--- config.mk ---
export PLATFORM = sky130hd
export DESIGN_NAME = rv32_muldiv
export DESIGN_NICKNAME = d
export VERILOG_FILES = /design/src/rtl/rv32_muldiv_pkg.sv /design/src/rtl/rv32_div_core.sv /design/src/rtl/rv32_muldiv.sv
export SDC_FILE = /design/constraint.sdc
export NUM_CORES = 2
export LEC_CHECK = 0
export CORE_MARGIN = 4
export CORE_UTILIZATION = 30
export CTS_CLUSTER_SIZE = 40
export DETAILED_ROUTE_END_ITERATION = 10
export HOLD_SLACK_MARGIN = 0.12
export PLACE_DENSITY = 0.48
export SYNTH_ARGS = -nofsm -noshare
export SYNTH_HDL_FRONTEND = slang
export SYNTH_SLANG_ARGS = --single-unit
--- constraint.sdc ---
create_clock -name clk -period 8.5 [get_ports clk]
set_clock_uncertainty 0.1 [all_clocks]
set_input_delay 0.85 -clock clk [delete_from_list [all_inputs] [get_ports clk]]
set_output_delay 0.85 -clock clk [all_outputs]
set_load 0.02 [all_outputs]
--- src/rtl/rv32_muldiv_pkg.sv ---
// Shared RV32M encodings, widths and the mul/div unit state type.
package rv32_muldiv_pkg;
  localparam int unsigned RegWidth     = 32;
  localparam int unsigned RegAddrWidth = 5;

  localparam logic [2:0] OpF3MUL    = 3'b000;
  localparam logic [2:0] OpF3MULH   = 3'b001;
  localparam logic [2:0] OpF3MULHSU = 3'b010;
  localparam logic [2:0] OpF3MULHU  = 3'b011;
  localparam logic [2:0] OpF3DIV    = 3'b100;
  localparam logic [2:0] OpF3DIVU   = 3'b101;
  localparam logic [2:0] OpF3REM    = 3'b110;
  localparam logic [2:0] OpF3REMU   = 3'b111;

  typedef enum logic [1:0] {MdIdle, MdMul, MdDiv, MdDone} muldiv_state_e;
endpackage

--- src/rtl/rv32_div_core.sv ---
// Iterative restoring radix-2 unsigned divider: one quotient bit per clock.
module rv32_div_core #(
  parameter int unsigned W = 32
) (
  input  logic         clk,
  input  logic         rst_n,
  input  logic         kill,
  input  logic         start,
  input  logic [W-1:0] dividend,
  input  logic [W-1:0] divisor,
  output logic         busy,
  output logic         done,
  output logic [W-1:0] quotient,
  output logic [W-1:0] remainder
);
  localparam int unsigned CW = $clog2(W);

  logic [W-1:0]  dvd;
  logic [W-1:0]  dvs;
  logic [W-1:0]  rem;
  logic [CW-1:0] cnt;
  logic [W:0]    trial;
  logic          take;

  // Quotient bits shift into dvd from the bottom as dividend bits leave the top.
  always_comb begin
    trial = {rem, dvd[W-1]};
    take  = (trial >= {1'b0, dvs});
  end

  always_ff @(posedge clk or negedge rst_n) begin
    if (!rst_n) begin
      dvd  <= '0;
      dvs  <= '0;
      rem  <= '0;
      cnt  <= '0;
      busy <= 1'b0;
      done <= 1'b0;
    end else if (kill) begin
      busy <= 1'b0;
      done <= 1'b0;
    end else begin
      done <= 1'b0;
      if (start) begin
        dvd  <= dividend;
        dvs  <= divisor;
        rem  <= '0;
        cnt  <= '0;
        busy <= 1'b1;
      end else if (busy) begin
        rem <= take ? (trial[W-1:0] - dvs) : trial[W-1:0];
        dvd <= {dvd[W-2:0], take};
        cnt <= cnt + 1'b1;
        if (cnt == CW'(W - 1)) begin
          busy <= 1'b0;
          done <= 1'b1;
        end
      end
    end
  end

  assign quotient  = dvd;
  assign remainder = rem;
endmodule

--- src/rtl/rv32_muldiv.sv ---
// RV32M execute unit: two-cycle multiply, iterative divide, tagged valid/ready result.
module rv32_muldiv
  import rv32_muldiv_pkg::*;
#(
  parameter int unsigned XLEN    = RegWidth,
  parameter int unsigned RegAddr = RegAddrWidth
) (
  input  logic               clk,
  input  logic               rst_n,
  input  logic               i_valid,
  output logic               o_ready,
  input  logic [2:0]         i_funct3,
  input  logic [XLEN-1:0]    i_rs1,
  input  logic [XLEN-1:0]    i_rs2,
  input  logic [RegAddr-1:0] i_rd,
  input  logic               i_flush,
  output logic               o_valid,
  input  logic               i_ready,
  output logic [XLEN-1:0]    o_result,
  output logic [RegAddr-1:0] o_rd
);
  localparam logic [XLEN-1:0] MinInt = {1'b1, {(XLEN-1){1'b0}}};

  muldiv_state_e state, stateNext;

  logic [2:0]      funct3Q;
  logic [XLEN-1:0] opA, opB;
  logic            qNeg, rNeg;

  logic            accept, isMul, divSigned, isRem, divByZero, divOvf, divSpecial, divStart;
  logic [XLEN-1:0] specialRes, absA, absB;
  logic            aSign, bSign;
  logic [2*XLEN-1:0] aExt, bExt, product;
  logic [XLEN-1:0] mulRes, quotFix, remFix, divRes;
  logic            divBusy, divDone;
  logic [XLEN-1:0] divQ, divR;

  always_comb begin
    accept     = (state == MdIdle) && i_valid && !i_flush;
    isMul      = i_funct3 inside {OpF3MUL, OpF3MULH, OpF3MULHSU, OpF3MULHU};
    divSigned  = i_funct3 inside {OpF3DIV, OpF3REM};
    isRem      = i_funct3 inside {OpF3REM, OpF3REMU};
    divByZero  = (i_rs2 == '0);
    divOvf     = divSigned && (i_rs1 == MinInt) && (i_rs2 == '1);
    divSpecial = divByZero || divOvf;
    divStart   = accept && !isMul && !divSpecial;
    if (divByZero) specialRes = isRem ? i_rs1 : '1;
    else           specialRes = isRem ? '0 : MinInt;
    absA = (divSigned && i_rs1[XLEN-1]) ? -i_rs1 : i_rs1;
    absB = (divSigned && i_rs2[XLEN-1]) ? -i_rs2 : i_rs2;
  end

  // 33-bit signed/unsigned operand semantics realised by extending to full product width.
  always_comb begin
    aSign   = opA[XLEN-1] && (funct3Q inside {OpF3MULH, OpF3MULHSU});
    bSign   = opB[XLEN-1] && (funct3Q == OpF3MULH);
    aExt    = {{XLEN{aSign}}, opA};
    bExt    = {{XLEN{bSign}}, opB};
    product = aExt * bExt;
    mulRes  = (funct3Q == OpF3MUL) ? product[XLEN-1:0] : product[2*XLEN-1:XLEN];
    quotFix = qNeg ? -divQ : divQ;
    remFix  = rNeg ? -divR : divR;
    divRes  = (funct3Q inside {OpF3REM, OpF3REMU}) ? remFix : quotFix;
  end

  always_comb begin
    stateNext = state;
    case (state)
      MdIdle: if (accept) stateNext = isMul ? MdMul : (divSpecial ? MdDone : MdDiv);
      MdMul:  stateNext = MdDone;
      MdDiv: begin
        if (divDone)       stateNext = MdDone;
        else if (!divBusy) stateNext = MdIdle;
      end
      MdDone: if (i_ready) stateNext = MdIdle;
      default: stateNext = MdIdle;
    endcase
    if (i_flush) stateNext = MdIdle;
    o_ready = (state == MdIdle);
    o_valid = (state == MdDone);
  end

  always_ff @(posedge clk or negedge rst_n) begin
    if (!rst_n) state <= MdIdle;
    else        state <= stateNext;
  end

  always_ff @(posedge clk or negedge rst_n) begin
    if (!rst_n) begin
      funct3Q  <= '0;
      opA      <= '0;
      opB      <= '0;
      qNeg     <= 1'b0;
      rNeg     <= 1'b0;
      o_result <= '0;
      o_rd     <= '0;
    end else if (accept) begin
      funct3Q <= i_funct3;
      opA     <= i_rs1;
      opB     <= i_rs2;
      qNeg    <= divSigned && (i_rs1[XLEN-1] ^ i_rs2[XLEN-1]);
      rNeg    <= divSigned && i_rs1[XLEN-1];
      o_rd    <= i_rd;
      if (!isMul && divSpecial) o_result <= specialRes;
    end else if (state == MdMul) begin
      o_result <= mulRes;
    end else if (state == MdDiv && divDone) begin
      o_result <= divRes;
    end
  end

  rv32_div_core #(.W(XLEN)) uDiv (
    .clk       (clk),
    .rst_n     (rst_n),
    .kill      (i_flush),
    .start     (divStart),
    .dividend  (absA),
    .divisor   (absB),
    .busy      (divBusy),
    .done      (divDone),
    .quotient  (divQ),
    .remainder (divR)
  );
endmodule

; ---- Yosys cells after proc, flatten, opt, wreduce, memory -nomap -nowiden
; Index checks and enable logic that the tools add are counted.
[classes]
n_addsub = 6
n_mul = 1
n_lt_le_gt_ge = 1
n_eq_ne = 20
mux = 36
n_bitwise = 2
reduce_logical = 32
[op_table]
columns = cell, count
row1 = 32-bit 2-to-1 mux, 18
row2 = 32-bit negation, 4
row3 = 32-bit equality test (second input constant), 2
row4 = 33-bit by 33-bit multiplier with 64-bit output, 1
row5 = 33-bit by 32-bit >= comparator with 1-bit output, 1
row6 = 32-bit logical NOT, 1
row7 = 32-bit subtractor, 1
row8 = 3-bit equality test (second input constant), 5
row9 = 1-bit logical AND, 13
row10 = 2-bit 2-to-1 mux, 6
row11 = 5-bit 2-to-1 mux, 2
row12 = 2-bit nonzero test, 5
row13 = 3-bit by 2-bit equality test with 1-bit output (second input constant), 3
row14 = 1-bit 2-to-1 mux, 9
row15 = 2-bit one-hot mux with 4 select lines, 1
row16 = 3-bit by 1-bit equality test with 1-bit output (second input constant), 2
row17 = 3-bit logical NOT, 2
row18 = 2-bit AND reduction, 3
row19 = 5-bit by 1-bit adder with 5-bit output (second input constant), 1
row20 = 5-bit equality test (second input constant), 1
row21 = 2-bit equality test (second input constant), 2
row22 = 4-bit inequality test (second input constant), 1
row23 = 4-bit nonzero test, 1
row24 = 1-bit logical NOT, 3
row25 = other kinds (10), 10
[totals]
reg_bits = 211
input_bits = 77
out_inout_bits = 39
word_cells = 112

; ---- Logic depth before layout (Yosys ltp)
[logic_depth]
depth_word = 10
mapped_depth = 32
mapped_depth_nobuf = 29

; ---- Cells and area by module
; A second synthesis with hierarchy kept.
[unflattened]
hier_cells = 6049
hier_area_um2 = 52233.8
[modules_own_cells]
columns = module, instances, cells_each, area_per_inst_um2, seq_area_each_um2
row1 = rv32_muldiv, 1, 5361, 46153.0, 2702.6
row2 = rv32_div_core, 1, 688, 6080.8, 2577.5

; ---- Worst setup path after synthesis
; Ideal clock, no wire load.
[synth_timing]
path_kind = flip-flop to flip-flop
startpoint = register funct3Q[1]
endpoint = register o_result[29]
setup_ps = 120
t_arrival_ps = 8550
t_required_ps = 8280
setup_slack_ps = -270
stages_incl_launch_ff = 30
n_path_buf = 2
synth_period_minus_slack_ps = 8770
path_cell_list = dfrtp_1 clkbuf_1 xnor2_1 nor3b_1 clkbuf_1 nand2_1 fa_1 fa_1 inv_1 fa_1 inv_1 fa_1 inv_1 fa_1 fa_1 fa_1 inv_1 fa_1 inv_1 ha_1 a21oi_1 o21bai_1 a21oi_1 a21boi_0 o21ai_0 a31o_2 a2111o_1 a41oi_1 xnor2_1 a41o_1
[synth_between]
elab_chain_cells = 7
elab_cells_between_ends = 15
classes_between = mul (1) / eq/ne (4) / mux (5) / reduce/logical (5)
[synth_lines]
columns = item, line
row1 = from (decl), rv32_muldiv.sv:26  ; logic [2:0] funct3Q;
row2 = from (signal assigned), rv32_muldiv.sv:98  ; funct3Q <= i_funct3;
row3 = 3-bit by 1-bit equality test with 1-bit output or 3-bit by 2-bit equality test with 1-bit output (tied branches), "rv32_muldiv.sv:55, rv32_muldiv.sv:56"
row4 = 2-bit nonzero test, rv32_muldiv.sv:55  ; aSign = opA[XLEN-1] && (funct3Q inside {OpF3MULH, OpF3MULHSU});
row5 = 1-bit logical AND, rv32_muldiv.sv:55
row6 = 33-bit by 33-bit multiplier with 64-bit output, rv32_muldiv.sv:59  ; product = aExt * bExt;
row7 = 32-bit 2-to-1 mux, rv32_muldiv.sv:60  ; mulRes = (funct3Q == OpF3MUL) ? product[XLEN-1:0] : product[2*XLEN-1:XLEN];
row8 = 32-bit 2-to-1 mux *, rv32_muldiv.sv:105  ; end else if (state == MdMul) begin
row9 = 32-bit 2-to-1 mux *, rv32_muldiv.sv:97  ; end else if (accept) begin
row10 = to (signal assigned), rv32_muldiv.sv:104  ; if (!isMul && divSpecial) o_result <= specialRes;
row11 = to (signal assigned), rv32_muldiv.sv:106  ; o_result <= mulRes;
row12 = to (signal assigned), rv32_muldiv.sv:108  ; o_result <= divRes;
row13 = to (decl), rv32_muldiv.sv:19  ; output logic [XLEN-1:0] o_result,
; Mark *: on every way between the ends. The rest lies on a longest branch, timed or not. The select of a mux whose other input is x is not followed.
; A chain may end at the register's enable or synchronous reset.

; ---- Worst setup path after layout
; Same ends and word-level chain as after synthesis.

==> Implementation_results.wiki <==
{| class="wikitable"
! Metric !! Value
|-
| Peak clock frequency supported by timing || 122 MHz
|-
| Area fraction in and, or, nand and nor cells after synthesis || 0.170
|-
| Proportion of register bits with asynchronous set or reset after synthesis || 1.00
|-
| Final setup margin || 312 ps
|-
| Slowest stage cell on the critical path || fa_2
|-
| Hold crit path type || primary input to async pin
|-
| Final slew viol count || 0
|-
| First-pass GRT wire length || 262000 um
|-
| Initial Utilization || 0.303
|-
| Die outline width || 425 um
|-
| Gate family responsible for the most delay along the worst path || adder cells
|-
| Most used cells in the layout excluding fill and tap cells || inv_1 (1228), nand2_1 (1176), fa_1 (1122), and2_1 (321), ha_1 (251)
|-
| Most frequent cell on the critical path || fa_1
|-
| Root buffer cell || clkbuf_16
|-
| Maximum number of pins on one net before global-route repair || 100
|-
| Detail-routed via count per cell || 4.81
|-
| Top cell type's share of synthesized area || 0.432
|-
| Buffers plus inverters on the worst setup path || 10
|-
| Number of cells on the critical path || 30
|-
| Wire length per cell after detailed routing || 19.6 um
|-
| Number of distinct standard cells referenced by the synthesized netlist || 79
|-
| Clock period minus final worst setup slack || 8190 ps
|-
| Initial antenna violation count || 1
|-
| Via count of the first global-routing pass || 43400
|-
| Remaining antenna violation count || 0
|-
| Area grow syn2layout || 11.3%
|-
| Number of H-tree levels || 1
|-
| Largest area contributor in the netlist || fa_1
|-
| Share of the clock period used by the worst path || 0.963
|-
| Share of synthesized area spent on multiplexers || 0.00603
|-
| Worst setup path endpoint || o_result[29]$_DFFE_PN0P_
|-
| Grt ovf || 0
|-
| Clock slew at the register clock pins of the worst setup and hold paths || 60 ps
|-
| Max-cap violations || 0
|-
| Number of top-level pins || 116
|-
| Clock latency reported for the late side of the worst-skew pair || 590 ps
|-
| Register-to-register setup slack || 310 ps
|-
| Detailed Route WL || 165000 um
|-
| Slew of the pin with the lowest slew margin || 1120 ps
|-
| Outcome || finished, final reports clean
|-
| Commonest non-fill, non-tap cell in the layout || inv_1
|-
| Via count || 40400
|-
| First DRT Iteration DRCs || 2290
|-
| Placement row count || 152
|-
| Main combinational cell family by area after synthesis || adder cells
|-
| Die outline height || 425 um
|-
| Synth Net Count || 7513
|-
| Category of the most critical setup path || flip-flop to flip-flop
|-
| Detailed Routing Iterations Pass 1 || 6
|-
| GPL Wtd Cong || 0.887
|-
| Worst reg2reg path startpoint || funct3Q[1]$_DFFE_PN0P_
|-
| Overall fraction of global-route tracks in use || 0.186
|-
| Clock sink count || 211
|-
| Input/output buffers || 115
|-
| Final routed DRC violation total || 0
|-
| Type of element launching the critical path || flip-flop
|-
| Area of the die || 0.180 mm^2
|-
| Post-synthesis area per instance || 8.60 um^2
|-
| Source of the critical timing path || funct3Q[1]$_DFFE_PN0P_
|-
| Fraction of final layout cells with drive strength greater than 1 || 0.0539
|-
| Worst relative slew slack || 0.249
|-
| Post-synthesis cell count || 6059
|-
| CTS tree || yes
|-
| Cts-stage hold buffer count || 0
|-
| Total clock buffers created by CTS || 27
|-
| Largest fanout on the critical path || 20
|-
| R2r endpoint || o_result[29]$_DFFE_PN0P_
|-
| CP max stage delay || 610 ps
|-
| Final-report hold violation count || 0
|-
| NumNets Final || 7523
|-
| Number of storage elements in the synthesis netlist || 211
|-
| Fraction of the mapped netlist area in adder cells || 0.493
|-
| Sequential area share after synthesis || 0.101
|-
| Worst path arrival time || 8570 ps
|-
| Yosys warns || 0
|-
| Core Box Area || 0.172 mm^2
|-
| Crit. End Element || flip-flop
|-
| Top cells by area, synth || fa_1 (43%), dfrtp_1 (10%), inv_1 (8.9%)
|-
| Deepest clock path buffer count || 3
|-
| Synth Area in Compound Gates || 0.0802
|-
| Setup violations, final || 0
|-
| Required time worst endpoint || 8890 ps
|-
| EDFF count, synth || 0
|-
| Ys flop type || dfrtp_1
|-
| Depth of the most critical reg-to-reg path || 30
|-
| Netlist area before placement || 0.0521 mm^2
|-
| Worst slack, placed || 160 ps
|-
| Post-Synth XOR/XNOR Area || 0.0365
|-
| Post-DP HPWL || 136000 um
|}
## repair_timing
item / 4_1_cts / 5_1_grt
endpoints found under the setup margin: 0 / 13
buffers inserted: 0 / 4
resized for setup: 0 / 30
## state kept, by name, indices dropped and copies added, names as in the netlist
| register | count |
|---|---|
| state | 2 |
| o_result | 32 |
| uDiv.done | 1 |
| uDiv.remainder | 32 |
| uDiv.cnt | 5 |
| uDiv.quotient | 32 |
| funct3Q | 3 |
| rNeg | 1 |
| opA | 32 |
| qNeg | 1 |
| uDiv.busy | 1 |
| uDiv.dvs | 32 |
| opB | 32 |
| o_rd | 5 |
## worst register-to-register path, delay by kind of cell, from the launching register on
kind / cells / cell delay (ps)
adder cells (fa/ha/maj): 9 / 4520
AO/OA/AOI/OAI: 7 / 1570
buffers and inverters: 10 / 990
flip-flops: 1 / 400
XOR/XNOR: 2 / 330
AND/OR/NAND/NOR: 2 / 200
## routing by layer
layer | track usage | wire length, um | up-vias
met3 | 0.0129 | 5620 | 201
li1 | - | - | 18300
met1 | 0.250 | 72000 | 21100
met4 | 0.0520 | 5790 | 0
met5 | 0 | 0 | -
met2 | 0.323 | 81400 | 851
## how the worst min path moves through the flow
stage / startpoint / endpoint / slack, ps
detailed placement: o_rd[3]$_DFFE_PN0P_ / o_rd[3]$_DFFE_PN0P_ / 360
CTS: rst_n / uDiv.cnt[4]$_DFFE_PN0P_ / 230
floorplan: uDiv.dvs[0]$_DFFE_PN0P_ / uDiv.dvs[0]$_DFFE_PN0P_ / 350
global route: rst_n / uDiv.dvs[6]$_DFFE_PN0P_ / 280
finish: rst_n / uDiv.cnt[4]$_DFFE_PN0P_ / 220
global placement: o_rd[4]$_DFFE_PN0P_ / o_rd[4]$_DFFE_PN0P_ / 360
## through the flow
step	utilization	hold WS [ps]	cells	setup TNS (ps)	area [um^2]
floorplan	-	354	6059	0	52100
global placement	0.331	357	8346	0	57000
detailed placement	0.331	363	8346	0	57000
CTS	0.336	231	8396	0	57900
global route	0.337	278	8400	-2.86	58000
finish	0.337	217	8401	0	58000
## cell families after synthesis
group	count (synthesis)
AND/OR/NAND/NOR	1978
buffers and inverters	1574
adder cells (fa/ha/maj)	1377
AO/OA/AOI/OAI	671
XOR/XNOR	217
flip-flops	211
multiplexers	31
## Yosys cell counts, types with 14 or more instances
cell type / count
ha_1: 251
nand3_1: 42
o41ai_1: 15
nor2b_1: 14
a21oi_1: 179
a211oi_1: 34
o211ai_1: 22
o21a_1: 14
fa_1: 1126
nand2b_1: 15
nor3_1: 55
o21ai_0: 187
or2_2: 17
nand2_1: 1178
a21o_1: 36
mux2i_1: 28
dfrtp_1: 211
or4_1: 14
xor2_1: 81
nor4_1: 17
o21bai_1: 20
inv_1: 1232
a31oi_1: 51
nand4_1: 34
and3_1: 14
xnor2_1: 136
nor2_1: 220
o31ai_1: 34
and2_1: 322
clkbuf_1: 326
## layout make-up
type	instances	area (um^2)
clock buffer	38	797
antenna	1	2.50
clock inverter	12	159
fill	18100	114000
timing repair buffer	323	3200
multi-input combinational	4274	41000
sequential	211	5290
inverter	1232	4630
tap	2310	2890
Power is not shown: default switching activity piles up to over one toggle a cycle in this logic, so the estimate is an artifact.
